--- config.mk ---
export PLATFORM = sky130hd
export DESIGN_NAME = fetch_queue
export DESIGN_NICKNAME = d
export VERILOG_FILES = /design/src/rtl/fetch_queue.sv
export SDC_FILE = /design/constraint.sdc
export NUM_CORES = 1
export LEC_CHECK = 0
export CAP_MARGIN = 20
export CORE_AREA = 2 2 133 160
export CTS_CLUSTER_SIZE = 12
export DETAILED_ROUTE_END_ITERATION = 7
export DIE_AREA = 0 0 135 162
export PLACE_DENSITY = 0.81
export SKIP_CTS_REPAIR_TIMING = 1
export SLEW_MARGIN = 20
export SYNTH_ARGS = -nofsm -noshare
export SYNTH_HDL_FRONTEND = slang
export SYNTH_SLANG_ARGS = --single-unit
--- constraint.sdc ---
create_clock -name clk -period 3.19 [get_ports clk]
set_input_delay 0.638 -clock clk [delete_from_list [all_inputs] [get_ports clk]]
set_output_delay 0.638 -clock clk [all_outputs]
set_load 0.05 [all_outputs]
--- src/rtl/fetch_queue.sv ---
// Instruction prefetch queue.
// Fetches sequential words into a DEPTH-entry FIFO of {word, pc} pairs, one
// request outstanding at a time. A redirect flushes the queue and restarts
// fetch. The head entry and a lookahead entry are exposed, together with a
// hint that the head's rd feeds the next instruction's rs1.
module fetch_queue #(
  parameter int              DEPTH    = 2,
  parameter int              PC_W     = 30,
  parameter logic [PC_W-1:0] RESET_PC = '0
) (
  input  logic                       clk,
  input  logic                       rst,
  output logic                       mem_req,
  output logic [31:0]                mem_addr,
  input  logic                       mem_gnt,
  input  logic                       mem_rvalid,
  input  logic [31:0]                mem_rdata,
  input  logic                       redirect,
  input  logic [PC_W-1:0]            redirect_pc,
  input  logic                       deq,
  output logic                       ir_valid,
  output logic [31:0]                ir,
  output logic [PC_W-1:0]            ir_pc,
  output logic                       next_valid,
  output logic [31:0]                next_ir,
  output logic [$clog2(DEPTH+1)-1:0] count,
  output logic                       raw_hint
);

  localparam int PTR_W = $clog2(DEPTH);
  localparam int CNT_W = $clog2(DEPTH+1);

  localparam logic [6:0] OPC_OP     = 7'b0110011;
  localparam logic [6:0] OPC_OP_IMM = 7'b0010011;
  localparam logic [6:0] OPC_LOAD   = 7'b0000011;
  localparam logic [6:0] OPC_AUIPC  = 7'b0010111;
  localparam logic [6:0] OPC_LUI    = 7'b0110111;
  localparam logic [6:0] OPC_JAL    = 7'b1101111;

  typedef enum logic [1:0] {IDLE, WAIT, DRAIN} state_t;

  state_t           state_q, state_d;
  logic [PTR_W-1:0] rd_ptr, wr_ptr, next_ptr;
  logic [CNT_W-1:0] count_q;
  logic [PC_W-1:0]  fetch_pc, req_pc;
  logic [31:0]      word_mem [DEPTH];
  logic [PC_W-1:0]  pc_mem   [DEPTH];
  logic             push, pop, issue;

  // Fetch FSM next-state, request and push decode.
  // NOTE: every output of this block is defaulted first so no path leaves a
  // signal unassigned, which would otherwise infer a latch.
  always_comb begin
    state_d = state_q;
    mem_req = 1'b0;
    push    = 1'b0;
    unique case (state_q)
      IDLE: begin
        // Single outstanding request, so any free entry is a free slot.
        mem_req = (count_q < CNT_W'(DEPTH)) && !redirect;
        if (mem_req && mem_gnt) state_d = WAIT;
      end
      WAIT: begin
        if (mem_rvalid) begin
          push    = !redirect;
          state_d = IDLE;
        end else if (redirect) begin
          state_d = DRAIN;
        end
      end
      DRAIN: begin
        if (mem_rvalid) state_d = IDLE;
      end
      default: state_d = IDLE;
    endcase
    if (rst) begin
      mem_req = 1'b0;
      push    = 1'b0;
    end
  end

  assign issue    = mem_req && mem_gnt;
  assign pop      = deq && (count_q != '0) && !redirect;
  assign mem_addr = 32'({fetch_pc, 2'b00});

  // State, pointers, occupancy and fetch address; redirect overrides push/pop.
  // NOTE: sequential state uses non-blocking assignments so every register
  // samples its inputs from before the edge, independent of statement order.
  always_ff @(posedge clk) begin
    if (rst) begin
      state_q  <= IDLE;
      rd_ptr   <= '0;
      wr_ptr   <= '0;
      count_q  <= '0;
      fetch_pc <= RESET_PC;
      req_pc   <= '0;
    end else begin
      state_q <= state_d;
      if (redirect) begin
        rd_ptr   <= '0;
        wr_ptr   <= '0;
        count_q  <= '0;
        fetch_pc <= redirect_pc;
      end else begin
        if (issue) begin
          fetch_pc <= fetch_pc + PC_W'(1);
          req_pc   <= fetch_pc;
        end
        if (push) wr_ptr <= wr_ptr + PTR_W'(1);
        if (pop)  rd_ptr <= rd_ptr + PTR_W'(1);
        if (push && !pop)      count_q <= count_q + CNT_W'(1);
        else if (!push && pop) count_q <= count_q - CNT_W'(1);
      end
    end
  end

  // Queue storage: written at the tail on push.
  // NOTE: the storage is cleared on reset so the head never shows stale
  // words from before reset.
  always_ff @(posedge clk) begin
    if (rst) begin
      for (int i = 0; i < DEPTH; i++) begin
        word_mem[i] <= '0;
        pc_mem[i]   <= '0;
      end
    end else if (push) begin
      word_mem[wr_ptr] <= mem_rdata;
      pc_mem[wr_ptr]   <= req_pc;
    end
  end

  assign next_ptr   = rd_ptr + PTR_W'(1);
  assign count      = count_q;
  assign ir_valid   = !rst && (count_q != '0);
  assign next_valid = !rst && (count_q >= CNT_W'(2));
  assign ir         = word_mem[rd_ptr];
  assign ir_pc      = pc_mem[rd_ptr];
  assign next_ir    = word_mem[next_ptr];

  // Forwarding hint: head produces rd, lookahead consumes it as rs1.
  always_comb begin
    logic head_writes, next_reads;
    head_writes = (ir[6:0] == OPC_OP)    || (ir[6:0] == OPC_OP_IMM) ||
                  (ir[6:0] == OPC_LOAD)  || (ir[6:0] == OPC_AUIPC)  ||
                  (ir[6:0] == OPC_LUI);
    next_reads  = !((next_ir[6:0] == OPC_JAL) || (next_ir[6:0] == OPC_LUI) ||
                    (next_ir[6:0] == OPC_AUIPC));
    raw_hint    = ir_valid && next_valid && (ir[11:7] != 5'd0) &&
                  (ir[11:7] == next_ir[19:15]) && head_writes && next_reads;
  end

endmodule
# [Yosys cells after proc, flatten, opt, wreduce, memory -nomap -nowiden]
# Memory sizes are Yosys's and may differ from the RTL's. A register that Yosys moved wholly into a read port is not among the register bits.
# Index checks and enable logic that the tools add are counted.
# W data, S select, Z words.
[word_totals] wordCells=94 reg_bits=66 mem_count=2 ram_bits=124 output_inout_bits=132
[classes] reduce_logical=35 addsub=5 n_lt_le_gt_ge=2 bitwise=1 n_eq_ne=14 n_mux=29
[mem_list] memory="word_mem" words=2 word_bits=32 rd=2 rd_clocked_by_memory_dff=1 write_ports=2 line_no="46" text="logic [31:0] word_mem [DEPTH];"
[mem_list] memory="pc_mem" words=2 word_bits=30 rd=1 rd_clocked_by_memory_dff=1 write_ports=2 line_no="47" text="logic [PC_W-1:0] pc_mem [DEPTH];"
[ops] op="$mux W30" n=3
[ops] op="$mux W32" n=1
[ops] op="$reduce_or A32 Y1" n=1
[ops] op="$add A30 B1 Y30 const B" n=1
[ops] op="$reduce_or A30 Y1" n=1
[ops] op="$eq A7 B5 Y1 const B" n=3
[ops] op="$eq A7 B6 Y1 const B" n=3
[ops] op="$mux W1" n=18
[ops] op="$logic_and A1 B1 Y1" n=14
[ops] op="$mux W2" n=6
[ops] op="$eq A7 B2 Y1 const B" n=1
[ops] op="$eq A7 B7 Y1 const B" n=1
[ops] op="$logic_or A1 B1 Y1" n=6
[ops] op="$pmux W2 S3" n=1
[ops] op="$reduce_bool A2 Y1" n=3
[ops] op="$eq A5 B5 Y1" n=1
[ops] op="$logic_not A1 Y1" n=5
[ops] op="$reduce_bool A5 Y1" n=1
[ops] op="$ne A2 B2 Y1 const B" n=2
[ops] op="$ne A3 B3 Y1 const B" n=1
[ops] op="$reduce_and A3 Y1" n=1
[ops] op="$add A1 B1 Y1 const B" n=2
[ops] op="$add A2 B1 Y2 const B" n=1
[ops] op="$eq A2 B1 Y1 const B" n=1
[ops] op="8 further kinds" n=8

# [Depth between registers and ports, before layout]
# Gate-level depths: netlist of the first run.
[logic_depth] depth_word=9 ltp_mapped=9

# [Worst setup path before layout of the first run]
# OpenSTA, ideal clock, no wires.
[synth_timing] path_kind="input port to flip-flop" start="input port redirect" end="memory pc_mem[1][0] (enable)" t_required_ps=2771 stages=5 path_buffers=2 setup_time_ps=419 slack_ps=-250 arrival_time_ps=3021 path_cell_list="or2_2 > nor3_1 > clkbuf_1 > clkbuf_1 > a21o_1"
[synth_rtl] item="start: declaration" line_no="18" text="input logic redirect,"
[synth_rtl] item="end: declaration" line_no="47"

==> results of run 1 <==
## worst paths after layout
kind / slack (ns) / start / endpoint / depth (start not counted)
max reg2reg: 0.82 / count[1] / fetch_pc[10] / 4
min reg2reg: 0.49 / req_pc[22] / req_pc[22] / 2
max: 0.15 / flop / ir[25] / 3
min: 0.49 / req_pc[22] / req_pc[22] / 2
## worst max-delay path, delay by kind of cell (launching register included)
kind     cells  cell delay, ns
buf+inv      2            1.03
mux          1            0.37
flops        1            0.57
## sequential cells by signal (all words and copies together) (netlist names), named ones only
register and cells:
pc_mem 60, fetch_pc 30, count 2, word_mem 64, rd_ptr 1, state_q 2
wr_ptr 1, req_pc 30
## kinds of logic (layout without fill, tap and decap cells)
| family | count (synthesis) | after routing | share of synthesized area |
|---|---|---|---|
| simple gates | 347 | 347 | 0.214 |
| flops | 191 | 191 | 0.562 |
| mux | 97 | 97 | 0.120 |
| buf+inv | 70 | 263 | 0.0318 |
| compound gates | 62 | 62 | 0.0454 |
| xor+xnor | 23 | 23 | 0.0224 |
| fa+ha+maj | 2 | 2 | 0.00278 |
| other cells | 1 | 2 | 0.000416 |
## Yosys cell counts, drive strengths merged, types with 4 or more instances
master and n:
xnor2 14, and3 71, a21oi 19, mux2 90, clkbuf 49, dfxtp 67
nor4 6, or3 4, buf 11, o22ai 5, nand3 17, nand3b 29
a211oi 8, o21ai 9, nand2 86, nand4 10, edfxtp 124, and2 64
mux2i 7, xor2 9, nor3 12, inv 9, a31oi 4, or4 4
nor2 29
## routing by layer
layer / vias up / part of all wire / track usage
met4: 0 / 0.016 / 0.0611
met2: 264 / 0.50 / 0.353
met3: 27 / 0.067 / 0.0559
li1: 3226 / - / -
met5: - / 0 / 0
met1: 3212 / 0.41 / 0.243
## area by class of cell
cell class | instances | area [µm²]
multi-input combinational | 533 | 3680
sequential | 191 | 5070
inverter | 10 | 37.5
fill | 1657 | 8320
clock inverter | 14 | 159
tap | 265 | 332
timing repair buffer | 221 | 2230
clock buffer | 18 | 429
## power groups by stage
stage / clock [µW] / combinational, µW / sequential [µW]
2_1_floorplan: 0 / 368 / 2910
4_1_cts: 2150 / 741 / 2790
3_3_place_gp: 0 / 733 / 2840
5_1_grt: 2240 / 775 / 2810
3_5_place_dp: 0 / 738 / 2850
6_report: 2120 / 737 / 2800
## metrics by stage
stage	power (µW)	instance area (µm²)	hold WS, ns	util	std cells
5_1_grt	5820	11900	0.510	0.589	1252
3_5_place_dp	3590	11300	0.471	0.560	1220
3_3_place_gp	3580	11300	0.464	0.560	1220
2_1_floorplan	3270	9020	0.440	-	794
4_1_cts	5680	11900	0.486	0.589	1252
6_report	5650	11900	0.486	0.589	1252
## layout by cell type (no fill, tap or decap), drive strengths merged, types with 7 or more instances in the layout
| cell type | n |
|---|---|
| clkbuf | 18 |
| clkdlybuf4s50 | 193 |
| a211oi | 8 |
| nor3 | 12 |
| a21oi | 19 |
| nand2 | 86 |
| inv | 14 |
| and3 | 71 |
| nor2 | 29 |
| xnor2 | 14 |
| o21ai | 9 |
| xor2 | 9 |
| edfxtp | 124 |
| and2 | 64 |
| mux2 | 90 |
| nand3 | 17 |
| nand4 | 10 |
| nand3b | 29 |
| buf | 27 |
| mux2i | 7 |
| dfxtp | 67 |
==> flow_metrics.tcl, run 1 <==
set metrics [dict create \
    fin_setup_tns_ns 0 \
    wl_per_cell_um 17.8 \
    grt_pass1_vias 6595 \
    final.min_clock_period_ns 3.04 \
    cap_violations 0 \
    insertion_delay_ns 0.43 \
    clk_path_buf_depth 2 \
    critical_path_class "reg -> out" \
    pwr-share-seq 0.495 \
    numCtsBuffers 17 \
    num_rows 57 \
    finClkSkew_ns 0.0109 \
    grt_max_degree 64 \
    dpl.hpwl_um 15100 \
    crit_path_max_fanout 16 \
    power.leakage_uw 0.00460 \
    dieArea_mm2 0.0219 \
    slew_violations 0 \
    yosys_most_used_dff "edfxtp_1" \
    yosys-top-cells-area "edfxtp_1 (41%), dfxtp_1 (15%), mux2_2 (11%)" \
    area.growth.synth_to_final_pct 32.6 \
    grt_setup_unrepaired "no" \
    ir_drop_uv 378 \
    synth_area_per_cell_um2 11.4 \
    groute.usage.overall 0.202 \
    antenna_found_initial 0 \
    dp_slack_ns 0.190 \
    synth_top_area_frac 0.414 \
    clk_pin_slew_ns 0.07 \
    start_util 0.445 \
    powerDensity_mw_per_mm2 473 \
    num_antenna_cells 0 \
    die_h_um 162 \
    hold_class "reg -> reg" \
    die_width_um 135 \
    drt_iter0_drc 473 \
    cts_tree "done" \
    crit_path_max_incr_delay_ns 0.71 \
    switching_share 0.261 \
    clkPwrFrac 0.375 \
    cp.required_ns 2.55 \
    ys_seq_area_frac 0.562 \
    gp_congestion 0.839 \
    dr.pass1.iters 4 \
    drc 0 \
    drive_gt1_frac 0.166 \
    arrival_ns 2.41 \
    viasPerCell 5.37 \
    hold_viol 0 \
    ant_nets 0 \
    synth_edf_count 124 \
    fmax_mhz 328 \
    worst_slack_ns 0.145 \
    syn-cell-area_mm2 0.00900 \
    ys_async_sr_fraction 0 \
    synth_largest_area_cell "edfxtp_1" \
    final-setup-viol-count 0 \
    tightest_slew_ns 0.605 \
    slew_headroom 0.596 \
    ys_types 54 \
    cp-start-kind "flop" \
    vias 6729 \
    htreeDepth 4 \
    status "finished clean" \
    pin_count 200 \
    synth_warnings 0 \
    pwr-share-comb 0.130 \
    yosys_register_bits 191 \
    switchingPower_uw 1480 \
    core_mm2 0.0203 \
    post-route-period-util 0.954 \
    cellInternalPower_uw 4180 \
    clock-sinks 191 \
    root_buffer "clkbuf_16" \
    crit_path_cell_trace "buf_4 > mux2_2 > clkdlybuf4s50_1" \
    grt_overflow 0 \
    critPathCaptureType "output pin" \
    synth_cells 793 \
    wl_um 22300 \
    grt_pass1_wl_um 34600 \
    nets 1044 \
    slowest_stage "clkdlybuf4s50_1" \
    portBuffers 197 \
]
(Power assumes the default switching activity.)
==> inputs of run 2 (changes only) <==
Settings changed: CORE_AREA 2 2 133 160 to 4 4 135 162, DIE_AREA 0 0 135 162 to 0 0 139 166.
==> flow_metrics.tcl, run 2 (synthesis results as in run 1) <==
set metrics [dict create \
    min_path_cells 2 \
    cts_tree "done" \
    worst-r2r-setup-slack_ns 0.80 \
    hold_class "reg -> reg" \
    gp_congestion 0.839 \
    dp_slack_ns 0.204 \
    crit_path_max_incr_delay_ns 0.49 \
    largest_register_ffs 64 \
    top_regs "word_mem (64), pc_mem (60)" \
    dpl.hpwl_um 15700 \
    clock-sinks 191 \
    regArea_mm2 0.00507 \
    portBuffers 197 \
    slew_headroom 0.613 \
    grt_setup_unrepaired "no" \
    insertion_delay_ns 0.44 \
    area.growth.synth_to_final_pct 32.5 \
    drive_gt1_frac 0.167 \
    dr.pass1.iters 6 \
    regMostFlops "word_mem" \
    critPathCaptureType "output pin" \
    whs_ns 0.475 \
    ant_nets 0 \
    multi_input_area_mm2 0.00368 \
    critical_path_class "reg -> out" \
    antenna_found_initial 0 \
    vias 6833 \
    crit_path_cell_trace "buf_4 > mux2_2 > xnor2_1 > nor2_1 > and3_1 > o221a_2 > buf_12" \
    grt_max_degree 64 \
    worst_slack_ns 0.136 \
    ir_drop_uv 393 \
    stdcell_count 1252 \
    finalPower_uw 5620 \
    slowest_stage "dfxtp_2" \
    groute.usage.overall 0.198 \
    wl_um 23200 \
    dpl.cell_count 1219 \
    fin_setup_tns_ns 0 \
    viasPerCell 5.46 \
    final-setup-viol-count 0 \
    start_util 0.445 \
    r2r.worst_path.cells 4 \
    cp-start-kind "flop" \
    die_width_um 139 \
    num_antenna_cells 0 \
    arrival_ns 2.42 \
    powerDensity_mw_per_mm2 471 \
    final.min_clock_period_ns 3.05 \
    die_h_um 166 \
    root_buffer "clkbuf_16" \
    slew_violations 0 \
    hp-start "req_pc[29]" \
    finClkSkew_ns 0.0107 \
    nets 1044 \
    r2r-start "count[1]" \
    fillers 1649 \
    hold_viol 0 \
    num_rows 57 \
    pin_count 200 \
    fmax_mhz 327 \
    tightest_slew_ns 0.579 \
    dieArea_mm2 0.0231 \
    wl_per_cell_um 18.5 \
    status "finished clean" \
    final_cell_mix "clkdlybuf4s50_1 (193), edfxtp_1 (124), mux2_2 (90), nand2_1 (86), and3_1 (71)" \
    post-route-period-util 0.957 \
    htreeDepth 4 \
    clk_pin_slew_ns 0.07 \
    power.leakage_uw 0.00460 \
    core_mm2 0.0203 \
    grt_pass1_vias 6840 \
    layout_commonest_cell "clkdlybuf4s50_1" \
    crit_path_max_fanout 17 \
    cp.required_ns 2.55 \
    grt_pass1_wl_um 36800 \
    clk_path_buf_depth 2 \
    min_to "req_pc[29]" \
    drt_iter0_drc 396 \
    grt_overflow 0 \
    drc 0 \
    cap_violations 0 \
    r2r-end "fetch_pc[10]" \
    numCtsBuffers 17 \
]
==> run 2: cell count changes in the layout (fill, tap and decap cells not counted) <==
cell            previous run  this run
clkinv_8                   0         1
bufinv_16                  2         1
buf_4                     19        20
clkbuf_16                 17        18
clkinvlp_4                 3         0
buf_12                     7         6
clkinv_4                   3         5
inv_8                      1         2
dlymetal6s2s_1             1         0
==> run 2: worst max-delay path by stage <==
stage	slack [ns]	endpoint	startpoint
after floorplan	0.20	raw_hint	count[1]
after global placement	0.27	fetch_pc[10]	mem_gnt
after detailed placement	0.20	fetch_pc[10]	mem_gnt
after CTS	0.13	raw_hint	rd_ptr
after global routing	0.02	raw_hint	flop
final	0.14	raw_hint	rd_ptr
==> run 2: report_power, final <==
group          leakage (µW)  internal [µW]  total, µW  switching (µW)
sequential          0.00183           2720       2800            78.7
combinational       0.00248            288        740             452
clock              0.000284           1110       2090             982
total               0.00460           4110       5620            1510
==> run 2: worst max-delay path: cells and delay by family (launching register included) <==
family,cells,cell delay (ns)
simple gates,2,0.28
buf+inv,2,0.46
flops,1,0.49
xor+xnor,1,0.13
mux,1,0.41
compound gates,1,0.21
==> run 2: metal layers <==
| metal | part of all wire | track usage | wire length, µm |
|---|---|---|---|
| met1 | 0.43 | 0.254 | 9870 |
| met2 | 0.50 | 0.337 | 11500 |
| met3 | 0.059 | 0.0412 | 1370 |
| met4 | 0.017 | 0.0604 | 390 |
| met5 | 0 | 0 | 0 |
==> run 2: final cells by class <==
class	count	share of cell area
Sequential cell	191	0.425
Clock inverter	14	0.0127
Multi-Input combinational cell	533	0.308
Inverter	10	0.00315
Clock buffer	18	0.0360
Tap cell	265	0.0278
Timing Repair Buffer	221	0.187
==> run 2: metrics by stage <==
step                      area, µm²   util
after detailed placement      11300  0.559
after global placement        11300  0.559
after floorplan                9020      -
after CTS                     11900  0.588
after global routing          11900  0.589
final                         11900  0.589
==> inputs of run 3 (changes only) <==
Settings changed: SETUP_SLACK_MARGIN set to 0.15, SKIP_LAST_GASP set to 1.
==> flow_metrics.tcl, run 3 (synthesis results as in run 1) <==
set metrics [dict create \
    status "finished clean" \
    critPathBufInv 2 \
    ant_nets 0 \
    drive_gt1_frac 0.170 \
    cp.required_ns 2.55 \
    slowest_stage "dfxtp_2" \
    crit_path_max_fanout 22 \
    final.min_clock_period_ns 2.97 \
    cts_tree "done" \
    crit_path_cell_trace "buf_12 > mux2_2 > nor2b_1 > nor4_2 > and3_1 > o221a_2 > buf_12" \
    top_regs "word_mem (64), pc_mem (60)" \
    fmax_mhz 337 \
    root_buffer "clkbuf_16" \
    die_h_um 166 \
    path_common_cell "buf_12" \
    num_antenna_cells 0 \
    dr.pass1.iters 5 \
    insertion_delay_ns 0.44 \
    clock-sinks 191 \
    worst-r2r-setup-slack_ns 0.79 \
    finClkSkew_ns 0.00943 \
    grt_pass1_wl_um 36800 \
    tightest_slew_ns 0.579 \
    antenna_found_initial 0 \
    hold_class "reg -> reg" \
    start_util 0.445 \
    die_width_um 139 \
    core_mm2 0.0203 \
    fillers 1650 \
    area.growth.synth_to_final_pct 32.8 \
    gp_congestion 0.839 \
    power.leakage_uw 0.00460 \
    post-route-util 0.590 \
    num_rows 57 \
    critPathCaptureType "output pin" \
    groute.usage.overall 0.198 \
    grt_overflow 0 \
    slew_headroom 0.613 \
    final_cell_mix "clkdlybuf4s50_1 (193), edfxtp_1 (124), mux2_2 (90), nand2_1 (86), and3_1 (71)" \
    crit_path_max_incr_delay_ns 0.39 \
    critical_path_class "reg -> out" \
    drc 0 \
    cap_violations 0 \
    dieArea_mm2 0.0231 \
    layout_commonest_cell "clkdlybuf4s50_1" \
    fin_setup_tns_ns 0 \
    cp.depth 7 \
    ir_drop_uv 395 \
    clk_path_buf_depth 2 \
    htreeDepth 4 \
    hold_viol 0 \
    portBuffers 197 \
    nets 1044 \
    final-setup-viol-count 0 \
    slew_violations 0 \
    vias 6818 \
    clk_pin_slew_ns 0.07 \
    dpl.hpwl_um 15700 \
    wl_per_cell_um 18.5 \
    pin_count 200 \
    cp-start-kind "flop" \
    regMostFlops "word_mem" \
    drt_iter0_drc 408 \
    post-route-period-util 0.931 \
    largest_register_ffs 64 \
    grt_max_degree 64 \
    grt_setup_unrepaired "yes" \
    min_path_cells 2 \
    wl_um 23100 \
    r2r.worst_path.cells 4 \
    powerDensity_mw_per_mm2 470 \
    grt_pass1_vias 6840 \
    critPathTopFamily "simple AND/OR/NAND/NOR gates" \
    arrival_ns 2.33 \
    numCtsBuffers 17 \
    viasPerCell 5.45 \
]
## run 3: worst reg2reg max path: stages, from the launching register on
cell and delay (ns):
dfxtp_1 0.43, or4b_4 0.68, or4_4 0.57, or4b_1 0.48, a31oi_1 0.18
## run 3: worst paths after layout
kind / from / endpoint
worst max register to register: count[1] / fetch_pc[10]
worst max-delay path: flop / raw_hint
worst min-delay path: req_pc[29] / req_pc[29]
worst min register to register: req_pc[29] / req_pc[29]
## run 3: layer usage
layer	up-vias	GRT usage	wire length, µm
met3	34	0.0412	1480
met5	-	0	0
met4	0	0.0604	438
met1	3283	0.254	9670
li1	3227	-	-
met2	274	0.337	11600
## run 3: metrics by stage
stage               total power, µW  std cells  area [µm²]  worst slack, ns  hold WS, ns
floorplan                      3270        794        9020            0.204        0.440
global placement               3580       1219       11300            0.265        0.463
detailed placement             3590       1219       11300            0.204        0.468
CTS                            5650       1251       11900            0.126        0.477
global route                   5840       1252       12000            0.130        0.503
finish                         5620       1252       12000            0.220        0.476
## run 3: cell type report
class | count | area [µm²] | area share
Clock inverter | 14 | 151 | 0.0127
Clock buffer | 18 | 429 | 0.0359
Sequential cell | 191 | 5070 | 0.424
Tap cell | 265 | 332 | 0.0277
Inverter | 10 | 37.5 | 0.00314
Timing Repair Buffer | 221 | 2240 | 0.187
Multi-Input combinational cell | 533 | 3700 | 0.310
## run 3: power breakdown
group / internal, µW / total (µW) / switching, µW
registers: 2720 / 2790 / 78.8
clock network: 1110 / 2090 / 983
logic: 289 / 741 / 452
total: 4110 / 5620 / 1510
